File: src/rtl/lcd_controller.sv
`default_nettype none
// ============================================================================
// lcd_controller: HD44780 4-bit power-up/init sequencer and nibble-port
// arbiter between the init engine and the text-sender client.   Rev 1.0
// ============================================================================
module lcd_controller #(
    parameter int POWERUP_CYCLES  = 750000,
    parameter int INIT_GAP_CYCLES = 250000,
    parameter int REFRESH_CYCLES  = 5000000
) (
    input  logic       CLK,
    input  logic       RESET,
    input  logic       refresh_req,
    output logic       ready,
    output logic       busy,
    output logic       text_start,
    input  logic       text_done,
    input  logic [3:0] client_cmd,
    input  logic       client_cmd_send,
    input  logic       client_cmd_rs,
    input  logic       client_read_busy,
    output logic       client_cmd_done,
    output logic [3:0] cmd,
    output logic       cmd_send,
    output logic       cmd_rs,
    output logic       cmd_read_busy,
    input  logic       cmd_done
);

    localparam int c_PWR_W = (POWERUP_CYCLES  > 1) ? $clog2(POWERUP_CYCLES)  : 1;
    localparam int c_GAP_W = (INIT_GAP_CYCLES > 1) ? $clog2(INIT_GAP_CYCLES) : 1;
    localparam int c_REF_W = (REFRESH_CYCLES  > 1) ? $clog2(REFRESH_CYCLES)  : 1;

    localparam logic [c_PWR_W-1:0] c_PWR_LAST = c_PWR_W'(POWERUP_CYCLES - 1);
    localparam logic [c_GAP_W-1:0] c_GAP_LAST = c_GAP_W'(INIT_GAP_CYCLES - 1);
    localparam logic [c_REF_W-1:0] c_REF_LAST = c_REF_W'(REFRESH_CYCLES - 1);

    localparam logic [3:0] c_IDX_LAST_WAKE = 4'd3;
    localparam logic [3:0] c_IDX_LAST      = 4'd11;

    typedef enum logic [2:0] {
        PWR_WAIT   = 3'd0,
        INIT_SEND  = 3'd1,
        INIT_WAIT  = 3'd2,
        INIT_GAP   = 3'd3,
        IDLE       = 3'd4,
        TEXT_START = 3'd5,
        TEXT_RUN   = 3'd6
    } state_t;

    state_t               state_q,   state_d;
    logic [3:0]           idx_q,     idx_d;
    logic [c_PWR_W-1:0]   pwr_cnt_q, pwr_cnt_d;
    logic [c_GAP_W-1:0]   gap_cnt_q, gap_cnt_d;
    logic [c_REF_W-1:0]   ref_cnt_q, ref_cnt_d;
    logic                 pending_q, pending_d;
    logic                 ready_q,   ready_d;
    logic [3:0]           cmd_q,     cmd_d;
    logic                 rs_q,      rs_d;
    logic                 rb_q,      rb_d;
    logic                 send_q,    send_d;

    // Init ROM: {read_busy, nibble}; the low nibble of each pair polls busy.
    logic [4:0] rom_word;
    always_comb begin
        rom_word = 5'b0_0000;
        case (idx_q)
            4'd0:    rom_word = 5'b0_0011;
            4'd1:    rom_word = 5'b0_0011;
            4'd2:    rom_word = 5'b0_0011;
            4'd3:    rom_word = 5'b0_0010;
            4'd4:    rom_word = 5'b0_0010;
            4'd5:    rom_word = 5'b1_1000;
            4'd6:    rom_word = 5'b0_0000;
            4'd7:    rom_word = 5'b1_1100;
            4'd8:    rom_word = 5'b0_0000;
            4'd9:    rom_word = 5'b1_0001;
            4'd10:   rom_word = 5'b0_0000;
            4'd11:   rom_word = 5'b1_0110;
            default: rom_word = 5'b0_0000;
        endcase
    end

    always_comb begin
        state_d   = state_q;
        idx_d     = idx_q;
        pwr_cnt_d = pwr_cnt_q;
        gap_cnt_d = gap_cnt_q;
        ref_cnt_d = ref_cnt_q;
        ready_d   = ready_q;
        cmd_d     = cmd_q;
        rs_d      = rs_q;
        rb_d      = rb_q;
        send_d    = 1'b0;

        case (state_q)
            PWR_WAIT: begin
                if (pwr_cnt_q == c_PWR_LAST) begin
                    pwr_cnt_d = '0;
                    state_d   = INIT_SEND;
                end else begin
                    pwr_cnt_d = pwr_cnt_q + 1'b1;
                end
            end
            INIT_SEND: begin
                // Nibble fields and the send strobe are registered together,
                // so the driver sees a stable word in the strobe cycle.
                cmd_d   = rom_word[3:0];
                rb_d    = rom_word[4];
                rs_d    = 1'b0;
                send_d  = 1'b1;
                state_d = INIT_WAIT;
            end
            INIT_WAIT: begin
                if (cmd_done) begin
                    if (idx_q <= c_IDX_LAST_WAKE) begin
                        gap_cnt_d = '0;
                        state_d   = INIT_GAP;
                    end else if (idx_q == c_IDX_LAST) begin
                        ready_d = 1'b1;
                        state_d = IDLE;
                    end else begin
                        idx_d   = idx_q + 1'b1;
                        state_d = INIT_SEND;
                    end
                end
            end
            INIT_GAP: begin
                if (gap_cnt_q == c_GAP_LAST) begin
                    gap_cnt_d = '0;
                    idx_d     = idx_q + 1'b1;
                    state_d   = INIT_SEND;
                end else begin
                    gap_cnt_d = gap_cnt_q + 1'b1;
                end
            end
            IDLE: begin
                if (pending_q || (ref_cnt_q == c_REF_LAST)) begin
                    state_d = TEXT_START;
                end else begin
                    ref_cnt_d = ref_cnt_q + 1'b1;
                end
            end
            TEXT_START: begin
                ref_cnt_d = '0;
                state_d   = TEXT_RUN;
            end
            TEXT_RUN: begin
                if (text_done) begin
                    state_d = IDLE;
                end
            end
            default: begin
                state_d = PWR_WAIT;
            end
        endcase
    end

    // A request coinciding with TEXT_START is absorbed by the transfer
    // being launched, so the clear takes priority.
    always_comb begin
        pending_d = pending_q;
        if (state_q == TEXT_START) begin
            pending_d = 1'b0;
        end else if (refresh_req) begin
            pending_d = 1'b1;
        end
    end

    always_ff @(posedge CLK) begin
        if (RESET) begin
            state_q   <= PWR_WAIT;
            idx_q     <= 4'd0;
            pwr_cnt_q <= '0;
            gap_cnt_q <= '0;
            ref_cnt_q <= '0;
            pending_q <= 1'b1;
            ready_q   <= 1'b0;
            cmd_q     <= 4'd0;
            rs_q      <= 1'b0;
            rb_q      <= 1'b0;
            send_q    <= 1'b0;
        end else begin
            state_q   <= state_d;
            idx_q     <= idx_d;
            pwr_cnt_q <= pwr_cnt_d;
            gap_cnt_q <= gap_cnt_d;
            ref_cnt_q <= ref_cnt_d;
            pending_q <= pending_d;
            ready_q   <= ready_d;
            cmd_q     <= cmd_d;
            rs_q      <= rs_d;
            rb_q      <= rb_d;
            send_q    <= send_d;
        end
    end

    // Strobes are masked by RESET so nothing reaches the driver or the
    // text sender while reset is held, even before the first reset edge.
    always_comb begin
        ready      = ready_q;
        busy       = (state_q != IDLE);
        text_start = (state_q == TEXT_START) && !RESET;
        if (state_q == TEXT_RUN) begin
            cmd             = client_cmd;
            cmd_send        = client_cmd_send && !RESET;
            cmd_rs          = client_cmd_rs;
            cmd_read_busy   = client_read_busy;
            client_cmd_done = cmd_done;
        end else begin
            cmd             = cmd_q;
            cmd_send        = send_q && !RESET;
            cmd_rs          = rs_q;
            cmd_read_busy   = rb_q;
            client_cmd_done = 1'b0;
        end
    end

endmodule
`default_nettype wire

File: config.mk
export PLATFORM = sky130hd
export DESIGN_NAME = lcd_controller
export DESIGN_NICKNAME = d
export VERILOG_FILES = /design/src/rtl/lcd_controller.sv
export SDC_FILE = /design/constraint.sdc
export NUM_CORES = 1
export LEC_CHECK = 0
export ABC_AREA = 1
export ABC_CLOCK_PERIOD_IN_PS = 3900
export BUFFER_PORTS_ARGS = -buffer_cell sky130_fd_sc_hd__buf_2
export CORE_MARGIN = 3
export CORE_UTILIZATION = 65
export CTS_BUF_LIST = sky130_fd_sc_hd__clkbuf_8
export DETAILED_ROUTE_END_ITERATION = 12
export GPL_TIMING_DRIVEN = 0
export PLACE_DENSITY = 0.84
export SYNTH_ARGS = -nofsm -noshare
export SYNTH_HDL_FRONTEND = slang
export SYNTH_SLANG_ARGS = --single-unit
File: constraint.sdc
create_clock -name CLK -period 3.9 [get_ports CLK]
set_input_delay 0.39 -clock CLK [delete_from_list [all_inputs] [get_ports CLK]]
set_output_delay 0.39 -clock CLK [all_outputs]
set_load 0.03 [all_outputs]
==> flow_metrics.env, run 1 <==
export IMPL_power_density_nw_per_um2=348.3
export IMPL_cp_end_kind="output port"
export IMPL_arrival_ns=1.69
export IMPL_synth_ff_type="dfxtp_1"
export IMPL_cts_hold_fix_buffers=0
export IMPL_slowest_delay_ns=0.42
export IMPL_rsz0062_at_grt="false"
export IMPL_drive_gt1_frac=0.1077
export IMPL_drt_vias_per_instance=5.511
export IMPL_wl_um=9979
export IMPL_hold_viol_final=0
export IMPL_setup_tns_ns=0
export IMPL_antenna_found_initial=0
export IMPL_critical_path_class="reg2out"
export IMPL_path_cells="inv_1, nor2_1, inv_2, nor2_2, inv_2, nor2_1, buf_2"
export IMPL_ir_worst_vdd_v=0.0003200
export IMPL_grt_pass1_wl_um=16710
export IMPL_drc=0
export IMPL_gp_congestion=0.9467
export IMPL_coreArea_um2=6459
export IMPL_dr_total_vias=4414
export IMPL_clkTransAtPathRegs_ns=0.08
export IMPL_instances_no_fill=801
export IMPL_cts_sinks=76
export IMPL_ant_nets=0
export IMPL_synth_nets=708
export IMPL_drt_iter0_markers=271
export IMPL_syn_area_um2=4390
export IMPL_route_detailed_wl_per_inst_um=12.46
export IMPL_die_x_um=88.19
export IMPL_row_count=29
export IMPL_ys_seq_area_frac=0.3465
export IMPL_clockBufferDepth=2
export IMPL_yosys_warnings=0
export IMPL_grt_pass1_vias=3913
export IMPL_hold_path_class="in2reg"
export IMPL_grt_max_degree=14
export IMPL_final_cell_area_um2=4841
export IMPL_place_hpwl_um=7416
export IMPL_io_pins=23
export IMPL_cts_resized=0
export IMPL_ctsRootBufferMaster="clkbuf_8"
export IMPL_synth_ff_latch_count=76
export IMPL_start_util=0.6798
export IMPL_num_antenna_cells=0
export IMPL_async_flop_share=0
export IMPL_fillers=549
export IMPL_post_cts_setup_buffers=0
export IMPL_slew_headroom=0.6119
export IMPL_fin_hold_ws_ns=0.3339
export IMPL_worst_pin_slew_ns=0.5822
export IMPL_avgSynthCellArea_um2=6.391
export IMPL_cp_max_fo=5
export IMPL_yosys_cell_types_count=39
export IMPL_p_total_w=0.001686
export IMPL_synth_edff_count=0
export IMPL_areaGrowthSynthToFinish_pct=10.26
export IMPL_finalCriticalPeriod_ns=2.084
export IMPL_max_clock_freq_mhz=479.8
export IMPL_maxCapViolCount=0
export IMPL_p_leak_nw=1.925
export IMPL_tritoncts="yes"
export IMPL_finalMaxSlewViolations=0
export IMPL_die_y_um=88.19
export IMPL_finClkSkew_ns=0.007673
export IMPL_period_share=0.5344
export IMPL_insertion_delay_ns=0.35
export IMPL_placed_cells=785
export IMPL_grt_ovfl_total=0
export IMPL_io_buffers=21
export IMPL_numCtsBuffers=9
export IMPL_status="finished, final reports clean"
export IMPL_placed_area_um2=4592
export IMPL_synth_cells=687
export IMPL_required_ns=3.51
export IMPL_htreeDepth=3
export IMPL_setup_violations=0
export IMPL_dr_pass1_iters=5
export IMPL_cp_start_kind="register"
export IMPL_grt_usage=0.2659
export IMPL_crit_slowest_cell="dfxtp_1"
export IMPL_die_area_um2=7777
export IMPL_final_nets=740
## synth_stat cells, drive strengths merged (7+ instances only)
| master | count | area [um^2] |
|---|---|---|
| a21oi | 45 | 236.5 |
| buf | 7 | 58.80 |
| dfxtp | 76 | 1521 |
| ha | 9 | 112.6 |
| inv | 87 | 329.1 |
| nand2 | 189 | 734.4 |
| nand3 | 59 | 310.3 |
| nand4 | 19 | 118.9 |
| nor2 | 115 | 461.7 |
| nor3 | 24 | 135.1 |
| o21ai | 20 | 103.9 |
| xor2 | 11 | 96.34 |
## stage by stage
step / setup WS [ns] / utilization
floorplan: 2.232 / -
finish: 1.816 / 0.7495
detailed placement: 1.847 / 0.7110
global route: 1.649 / 0.7495
global placement: 1.939 / 0.7110
CTS: 1.815 / 0.7495
## worst max-delay path: cells and delay by family (launching register included)
| family | cells | cell delay [ns] |
|---|---|---|
| buffers and inverters | 4 | 0.48 |
| and+or+nand+nor | 3 | 0.44 |
| DFF | 1 | 0.42 |
## placed cells by master, fill, tap and decap left out, types with 4 or more instances in the layout
master,n
nand2_2,7
nor3_1,21
nand2_1,181
clkbuf_1,4
nor2_2,6
buf_2,23
a31oi_1,4
nor2_1,107
nand4_1,19
dfxtp_1,76
a21oi_1,44
ha_1,9
inv_1,79
nand3_1,56
clkbuf_8,10
xor2_1,11
o21ai_0,17
inv_2,7
## metal layers
| metal | up-vias | global-route usage | part of all wire |
|---|---|---|---|
| met5 | - | 0 | 0 |
| li1 | 2258 | - | - |
| met3 | 14 | 0.04233 | 0.055 |
| met2 | 127 | 0.4596 | 0.47 |
| met1 | 2015 | 0.3417 | 0.46 |
| met4 | 0 | 0.07555 | 0.012 |
## sequential cells by signal, summed over array words and instances, names as in the netlist
name and count:
send_q 1, gap_cnt_q 18, ready 1, state_q 3, idx_q 4, pending_q 1
ref_cnt_q 23, cmd_q 4, pwr_cnt_q 20, rb_q 1
## kinds of logic after synthesis
| family | synth area share |
|---|---|
| xor gates and xnor gates | 0.02793 |
| and+or+nand+nor | 0.4161 |
| buffers and inverters | 0.09347 |
| adders and majority gates | 0.02565 |
| AOI/OAI and AO/OA | 0.09034 |
| DFF | 0.3465 |
## final cells by class
cell class / count / area, um^2 / share of cell area
tap: 77 / 96.34 / 0.01990
inverter: 89 / 336.6 / 0.06953
multi-input combinational: 511 / 2459 / 0.5079
clock inverter: 6 / 111.4 / 0.02300
buffer: 11 / 73.82 / 0.01525
clock buffer: 10 / 137.6 / 0.02843
timing repair buffer: 21 / 105.1 / 0.02171
sequential: 76 / 1521 / 0.3143
## path summary, 6_finish.rpt
path,start,slack (ns),depth (start not counted),to
max,state_q[0]$_SDFFE_PP0P_,1.82,7,text_start
min,refresh_req,0.33,3,pending_q$_SDFFE_PP1P_
max reg2reg,gap_cnt_q[0]$_SDFFE_PP0P_,2.05,12,state_q[2]$_SDFFE_PP0P_
min reg2reg,pwr_cnt_q[19]$_SDFFE_PP0P_,0.47,2,pwr_cnt_q[19]$_SDFFE_PP0P_
## power by group
group	total, W	internal, W	switching [W]
clock network	0.000749	0.000443	0.000307
registers	0.000802	0.000789	0.0000125
logic	0.000135	0.0000425	0.0000925
No activity file was read; power rests on OpenSTA's default activity.
==> run 2: changes to the inputs <==
Settings changed: ABC_CLOCK_PERIOD_IN_PS 3900 to 1900, CORE_UTILIZATION 65 to 57, PLACE_DENSITY 0.84 to 0.78.
Clock period 3.9 ns to 1.9 ns, I/O delays scaled along.
==> flow_metrics.env, run 2 (same netlist as run 1, synthesis figures left out) <==
export IMPL_numCtsBuffers=9
export IMPL_clkTransAtPathRegs_ns=0.08
export IMPL_hold_path_class="in2reg"
export IMPL_path_depth=7
export IMPL_status="finished, final reports clean"
export IMPL_finalMaxSlewViolations=0
export IMPL_clockBufferDepth=2
export IMPL_cp_max_fo=7
export IMPL_slowest_delay_ns=0.30
export IMPL_critical_path_class="reg2out"
export IMPL_grt_pass1_wl_um=17400
export IMPL_cp_start_kind="register"
export IMPL_use_met2=0.4092
export IMPL_p_leak_nw=1.927
export IMPL_io_pins=23
export IMPL_insertion_delay_ns=0.36
export IMPL_cts_resized=0
export IMPL_drt_iter0_markers=191
export IMPL_fin_hold_ws_ns=0.1325
export IMPL_required_ns=1.71
export IMPL_place_hpwl_um=7363
export IMPL_multi_input_area_um2=2484
export IMPL_cp_endpoint="text_start"
export IMPL_grt_usage=0.2433
export IMPL_largest_reg_flops=23
export IMPL_cp_end_kind="output port"
export IMPL_drt_vias_per_instance=5.224
export IMPL_final_common_cell="nand2_1"
export IMPL_die_area_um2=8792
export IMPL_grt_busiest_layer="met2"
export IMPL_ctsRootBufferMaster="clkbuf_8"
export IMPL_areaGrowthSynthToFinish_pct=11.63
export IMPL_timing_rr_end="pwr_cnt_q[12]$_SDFFE_PP0P_"
export IMPL_top_regs="ref_cnt_q (23), pwr_cnt_q (20), gap_cnt_q (18)"
export IMPL_cts_sinks=76
export IMPL_drc=0
export IMPL_crit_slowest_cell="dfxtp_1"
export IMPL_maxCapViolCount=0
export IMPL_final_cell_area_um2=4901
export IMPL_wl_um=9891
export IMPL_period_share=0.9356
export IMPL_coreArea_um2=7370
export IMPL_grt_pass1_vias=3975
export IMPL_finClkSkew_ns=0.007965
export IMPL_dr_pass1_iters=5
export IMPL_use_met1=0.3074
export IMPL_row_count=31
export IMPL_post_cts_setup_buffers=0
export IMPL_antenna_found_initial=0
export IMPL_path_cells="buf_4, nor2_2, inv_2, nor2_2, inv_2, nor2_1, clkbuf_4"
export IMPL_finalCriticalPeriod_ns=1.778
export IMPL_ant_nets=0
export IMPL_gp_congestion=0.8882
export IMPL_placed_area_um2=4619
export IMPL_grt_max_degree=13
export IMPL_top_register="ref_cnt_q"
export IMPL_die_y_um=93.77
export IMPL_r2r_start="pwr_cnt_q[0]$_SDFFE_PP0P_"
export IMPL_power_density_nw_per_um2=709.0
export IMPL_cts_hold_fix_buffers=0
export IMPL_io_buffers=21
export IMPL_max_clock_freq_mhz=562.6
export IMPL_num_antenna_cells=0
export IMPL_tritoncts="yes"
export IMPL_route_detailed_wl_per_inst_um=12.02
export IMPL_setup_violations=0
export IMPL_drive_gt1_frac=0.1174
export IMPL_ir_worst_vdd_v=0.0004928
export IMPL_r2r_slack_ns=0.17
export IMPL_rr_worst_depth=8
export IMPL_crit_path_start="state_q[1]$_SDFFE_PP0P_"
export IMPL_arrival_ns=1.59
export IMPL_final_cell_mix="nand2_1 (181), nor2_1 (105), inv_1 (78), dfxtp_1 (73), nand3_1 (56)"
export IMPL_grt_ovfl_total=0
export IMPL_cp_top_family="buffers and inverters"
export IMPL_htreeDepth=3
export IMPL_final_nets=740
export IMPL_dr_total_vias=4299
export IMPL_hold_viol_final=0
export IMPL_worst_pin_slew_ns=0.6405
export IMPL_start_util=0.5958
export IMPL_fillers=678
export IMPL_critPathBufInv=4
export IMPL_met3_usage=0.05449
export IMPL_seqCellArea_um2=1525
export IMPL_slew_headroom=0.5730
export IMPL_die_x_um=93.77
run 2: report_power, final:
part / switching (W) / leakage, nW / internal, W
Combinational: 0.000195 / 1.18 / 0.0000895
Sequential: 0.0000258 / 0.614 / 0.00162
Clock: 0.000606 / 0.131 / 0.000938
Total: 0.000827 / 1.93 / 0.00265
run 2: worst min-delay path by stage:
stage	start	to	slack, ns	cells past startpoint
finish	refresh_req	pending_q$_SDFFE_PP1P_	0.13	3
global route	refresh_req	pending_q$_SDFFE_PP1P_	0.15	3
CTS	refresh_req	pending_q$_SDFFE_PP1P_	0.13	3
detailed placement	pwr_cnt_q[19]$_SDFFE_PP0P_	pwr_cnt_q[19]$_SDFFE_PP0P_	0.45	2
global placement	pwr_cnt_q[19]$_SDFFE_PP0P_	pwr_cnt_q[19]$_SDFFE_PP0P_	0.45	2
floorplan	refresh_req	pending_q$_SDFFE_PP1P_	0.37	2
run 2: per-layer routing:
metal | wire [um] | up-vias
li1 | - | 2267
met1 | 4626 | 1923
met2 | 4611 | 94
met3 | 514 | 15
met4 | 139 | 0
met5 | 0 | -
run 2: worst reg2reg max path, stage by stage (launching register included):
cell and delay, ns:
dfxtp_1 0.38, ha_1 0.22, nand3_1 0.12, nor2_1 0.15
nand3_1 0.18, o21ai_4 0.30, inv_1 0.12, o21ai_0 0.09
a21oi_1 0.05
run 2: layout make-up:
| class | count | area share |
|---|---|---|
| buffer | 11 | 0.01506 |
| tap | 99 | 0.02527 |
| clock inverter | 5 | 0.02017 |
| timing repair buffer | 21 | 0.02196 |
| inverter | 89 | 0.06868 |
| multi-input combinational | 511 | 0.5068 |
| sequential | 76 | 0.3112 |
| clock buffer | 11 | 0.03089 |
run 2: through the flow:
step / setup TNS (ns) / util / std cells / setup slack, ns / power [W]
after floorplan: 0 / - / 687 / 0.2886 / 0.001884
after global placement: 0 / 0.6268 / 807 / 0.1228 / 0.001954
after detailed placement: 0 / 0.6268 / 807 / 0.09304 / 0.001961
after CTS: 0 / 0.6608 / 823 / 0.02346 / 0.003500
after global routing: -0.006029 / 0.6650 / 823 / -0.006029 / 0.003596
final: 0 / 0.6650 / 823 / 0.1224 / 0.003475
